===== src/rtl/serial_sub.sv =====
// Multi-cycle unsigned subtractor: diff = a - b - bin, BPC bits per clock through a registered borrow chain.
// Optional macro SERIAL_SUB_SAT_EN clamps an underflowing result to zero (brw still flags the underflow).
module serial_sub #(
  parameter int WIDTH = 8,
  parameter int BPC   = 1
) (
  input  logic             clk,
  input  logic             rst_n,
  input  logic             in_valid,
  output logic             in_ready,
  input  logic [WIDTH-1:0] a,
  input  logic [WIDTH-1:0] b,
  input  logic             bin,
  output logic             out_valid,
  input  logic             out_ready,
  output logic [WIDTH-1:0] diff,
  output logic             brw
);

  localparam int STEPS = WIDTH / BPC;
  localparam int CW    = (STEPS > 1) ? $clog2(STEPS) : 1;

  typedef enum logic [1:0] {
    IDLE = 2'd0,
    RUN  = 2'd1,
    DONE = 2'd2
  } state_t;

  state_t           state_r;
  state_t           state_s;
  logic [WIDTH-1:0] a_r;
  logic [WIDTH-1:0] b_r;
  logic [WIDTH-1:0] res_r;
  logic [WIDTH-1:0] diff_r;
  logic             borrow_r;
  logic             brw_r;
  logic [CW-1:0]    cnt_r;

  logic [BPC:0]     slice_s;
  logic [WIDTH-1:0] res_next_s;
  logic [WIDTH-1:0] diff_next_s;
  logic             borrow_next_s;
  logic             accept_s;
  logic             last_s;

  // Slice arithmetic: the extra top bit of the BPC+1-bit difference is the borrow out
  always_comb begin
    accept_s      = in_valid && (state_r == IDLE);
    last_s        = (cnt_r == CW'(STEPS - 1));
    slice_s       = {1'b0, a_r[BPC-1:0]} - {1'b0, b_r[BPC-1:0]} - (BPC+1)'(borrow_r);
    borrow_next_s = slice_s[BPC];
    res_next_s    = (res_r >> BPC) | (WIDTH'(slice_s[BPC-1:0]) << (WIDTH - BPC));
`ifdef SERIAL_SUB_SAT_EN
    if (borrow_next_s) begin
      diff_next_s = {WIDTH{1'b0}};
    end else begin
      diff_next_s = res_next_s;
    end
`else
    diff_next_s = res_next_s;
`endif
  end

  // Next-state logic
  always_comb begin
    state_s = state_r;
    case (state_r)
      IDLE: begin
        if (accept_s) begin
          state_s = RUN;
        end else begin
          state_s = IDLE;
        end
      end
      RUN: begin
        if (last_s) begin
          state_s = DONE;
        end else begin
          state_s = RUN;
        end
      end
      DONE: begin
        if (out_ready) begin
          state_s = IDLE;
        end else begin
          state_s = DONE;
        end
      end
      default: state_s = IDLE;
    endcase
  end

  // State register
  always_ff @(posedge clk or negedge rst_n) begin
    if (!rst_n) begin
      state_r <= IDLE;
    end else begin
      state_r <= state_s;
    end
  end

  // Operand shifters, borrow chain, step counter and held result
  always_ff @(posedge clk or negedge rst_n) begin
    if (!rst_n) begin
      a_r      <= {WIDTH{1'b0}};
      b_r      <= {WIDTH{1'b0}};
      res_r    <= {WIDTH{1'b0}};
      diff_r   <= {WIDTH{1'b0}};
      borrow_r <= 1'b0;
      brw_r    <= 1'b0;
      cnt_r    <= {CW{1'b0}};
    end else if (accept_s) begin
      a_r      <= a;
      b_r      <= b;
      borrow_r <= bin;
      cnt_r    <= {CW{1'b0}};
    end else if (state_r == RUN) begin
      a_r      <= a_r >> BPC;
      b_r      <= b_r >> BPC;
      res_r    <= res_next_s;
      borrow_r <= borrow_next_s;
      cnt_r    <= cnt_r + CW'(1);
      // diff/brw only change on the final step, so they stay frozen through DONE
      if (last_s) begin
        diff_r <= diff_next_s;
        brw_r  <= borrow_next_s;
      end
    end
  end

  assign in_ready  = (state_r == IDLE);
  assign out_valid = (state_r == DONE);
  assign diff      = diff_r;
  assign brw       = brw_r;

endmodule

===== config.mk =====
export PLATFORM = sky130hd
export DESIGN_NAME = serial_sub
export DESIGN_NICKNAME = d
export VERILOG_FILES = /design/src/rtl/serial_sub.sv
export SDC_FILE = /design/constraint.sdc
export NUM_CORES = 1
export LEC_CHECK = 0
export CAP_MARGIN = 20
export CORE_MARGIN = 8
export CORE_UTILIZATION = 52
export DETAILED_ROUTE_END_ITERATION = 8
export HOLD_SLACK_MARGIN = 0.03
export PLACE_DENSITY = 0.85
export SLEW_MARGIN = 5
export SYNTH_ARGS = -nofsm -noshare
export SYNTH_HDL_FRONTEND = slang
export SYNTH_SLANG_ARGS = --single-unit

===== constraint.sdc =====
create_clock -name clk -period 2.14 [get_ports clk]
set_clock_uncertainty 0.2 [all_clocks]
set_input_delay 0.428 -clock clk [delete_from_list [all_inputs] [get_ports clk]]
set_output_delay 0.428 -clock clk [all_outputs]
set_load 0.005 [all_outputs]

==> impl_metrics.ini <==
[run_status]
status = completed

[setup_path]
path_class = reg2out
crit_slowest_cell = clkdlybuf4s50_1
arrival_ns = 1.42
start_kind = register
cp-end-kind = primary output
cpPeakStageDelay_ns = 0.52
crit_fanout = 4
required_ns = 1.51
path_buf_inv = 1
crit_family = buffers and inverters
cp_cell_sequence = nor2_2, clkdlybuf4s50_1

[routing]
drtPass1Iterations = 4
ant_nets = 0
routed_wl_microns = 3640
detail_route.wl_per_cell_microns = 16.0
viasPerCell = 5.52
num_vias = 1252
drt_iter0_markers = 48
route.detailed.drc = 0

[clock_network]
htreeDepth = 2
clkTransAtPathRegs_ns = 0.11
clock_path_buffers = 2
cts_tree = built
clk_latency_ns = 0.34
cts-root-buf = clkbuf_4
cts_sinks = 38
numCtsBuffers = 5

[pwr]
powerDensity_nw_per_um2 = 1320
comb_power_share = 0.442
seq_power_share = 0.428
internal_power_w = 0.00199
irDropWorstVdd_v = 0.000616
clkPwrFrac = 0.129
switching_share = 0.327
power.leakage_nw = 1.03
switching_power_w = 0.000970
p_total_w = 0.00296

[timing]
tightest_slew_ns = 0.634
finalHoldViolations = 0
max_freq_mhz = 489
post-route-min-period_ns = 2.04
relSlewSlack = 0.577
setup_violations = 0
hold_ws_ns = 0.302
slew_violations = 0
fin_crit_sh = 0.955
tns_ns = 0

[global_routing]
grt_pass1_vias = 1290
track_usage = 0.138
grt_max_degree = 39
overflow = 0
grt_pass1_wl_microns = 5910
antenna_found_initial = 0

[run]
maxCapViolCount = 0

[die]
core_area_sq_um = 3360
fp-row-count = 21
top_level_ports = 32
die_w_microns = 75.4
initial_core_util = 0.546
die_h_microns = 75.4
dieArea_sq_um = 5690

[yosys]
ys_ff_latch = 38
synthFlopType = dfrtp_1
syn-cell-area_sq_um = 1840
synth_nets = 167
synthCells = 143
synth_cell_type_count = 31
yosys_warnings = 0
synth_edf_count = 0
ys_seq_area_frac = 0.518
synth.avg_cell_area_sq_um = 12.8
synthArstFlopShare = 1.00

[place]
io_buffers = 31
hpwlAfterDp_microns = 2600
place_congestion = 0.763

[min_path]
hold_class = reg2reg

[layout]
area_growth_pct = 22.4
post-route-util = 0.669
num_antenna_cells = 0
fillCellCount = 273
drive_gt1_frac = 0.204
fin_nets = 204
sequential cells by signal (all words and copies together), names as in the netlist:
signal,count
state_r,2
diff,8
cnt_r,3
a_r,8
res_r,7
brw,1
b_r,8
borrow_r,1
repair_timing:
action | 4_1_cts | 5_1_grt
hold endpoints to repair | 38 | 0
setup endpoints to repair | 0 | 2
hold buffers | 1 | 0
gates resized for setup | 0 | 1
buffers inserted | 0 | 2
area by class of cell:
class / instances / area, sq um / share of cell area
clock buffers: 7 / 55.1 / 0.0245
multi-input cells: 78 / 734 / 0.327
repair buffers: 41 / 385 / 0.171
well taps: 46 / 57.6 / 0.0256
inverters: 16 / 60.1 / 0.0267
clock inverters: 1 / 5.00 / 0.00223
flip-flops and latches: 38 / 951 / 0.423
cells in the mapped netlist (all sizes together) (2+ instances only):
master  number  area [sq um]
a211oi      11          82.6
a222oi       2          20.0
a22o         2          17.5
buf          9          83.8
clkbuf       2          7.51
dfrtp       38           951
ha           2          25.0
inv         16          60.1
mux2        14           188
mux2i        3          30.0
nand2b       4          25.0
nor2b        3          26.3
nor3b       12          90.1
nor4b       11          96.3
o221a        2          22.5
or4b         2          20.0
layout by cell type, fill, tap and decap left out, types with 2 or more instances in the layout:
cell type        netlist  layout
clkdlybuf4s50_1        0      29
mux2i_1                3       3
nor2b_1                2       2
dfrtp_1               38      38
nor4b_1               11      11
a211oi_1              11      11
o221a_2                2       2
ha_1                   2       2
buf_4                  4       9
a22o_1                 2       2
a222oi_1               2       2
clkbuf_4               0       5
or4b_1                 2       2
nand2b_1               4       4
nor3b_1               12      12
mux2_4                 8       8
inv_1                 16      16
mux2_2                 6       6
metal layers:
metal / vias up / wire (microns) / GRT usage
met2: 41 / 1750 / 0.226
met4: 0 / 76 / 0.0640
met5: - / 0 / 0
met1: 611 / 1570 / 0.159
met3: 9 / 252 / 0.0447
li1: 591 / - / -
worst register-to-register path: stages, from the launching register on:
cell and delay (ns):
dfrtp_1 0.41, buf_4 0.14, buf_4 0.22, o21bai_2 0.56
a222oi_1 0.16
power groups by stage:
stage | clock network [W] | registers (W) | logic (W)
after floorplan | 0 | 0.00124 | 0.000943
after global placement | 0 | 0.00126 | 0.00123
after detailed placement | 0 | 0.00129 | 0.00131
after CTS | 0.000401 | 0.00127 | 0.00131
after global routing | 0.000436 | 0.00131 | 0.00144
final | 0.000383 | 0.00127 | 0.00131
per-stage QoR:
step                instance area (sq um)  setup slack (ns)  instances
floorplan                            1840             0.530        143
global placement                     2160            0.0839        216
detailed placement                   2160            0.0285        216
CTS                                  2230            0.0247        225
global route                         2250          -0.00601        227
finish                               2250            0.0964        227
cell families (layout without fill, tap and decap cells):
logic type,Yosys count,after routing,share of synthesized area
muxes,17,17,0.119
adders and majority gates,3,3,0.0245
buffers and inverters,27,65,0.0824
DFF,38,38,0.518
and+or+nand+nor,35,35,0.151
AOI/OAI and AO/OA,23,23,0.106
path summary, 6_finish.rpt:
check	from	endpoint	slack, ns	depth (start not counted)
max	state_r[1]	in_ready	0.1	2
min	cnt_r[0]	cnt_r[0]	0.30	1
max reg2reg	state_r[0]	b_r[3]	0.29	4
min reg2reg	cnt_r[0]	cnt_r[0]	0.30	1
max in group asynchronous	rst_n	cnt_r[1]	0.95	3
min in group asynchronous	rst_n	brw	0.45	3
(Power assumes the default switching activity.)
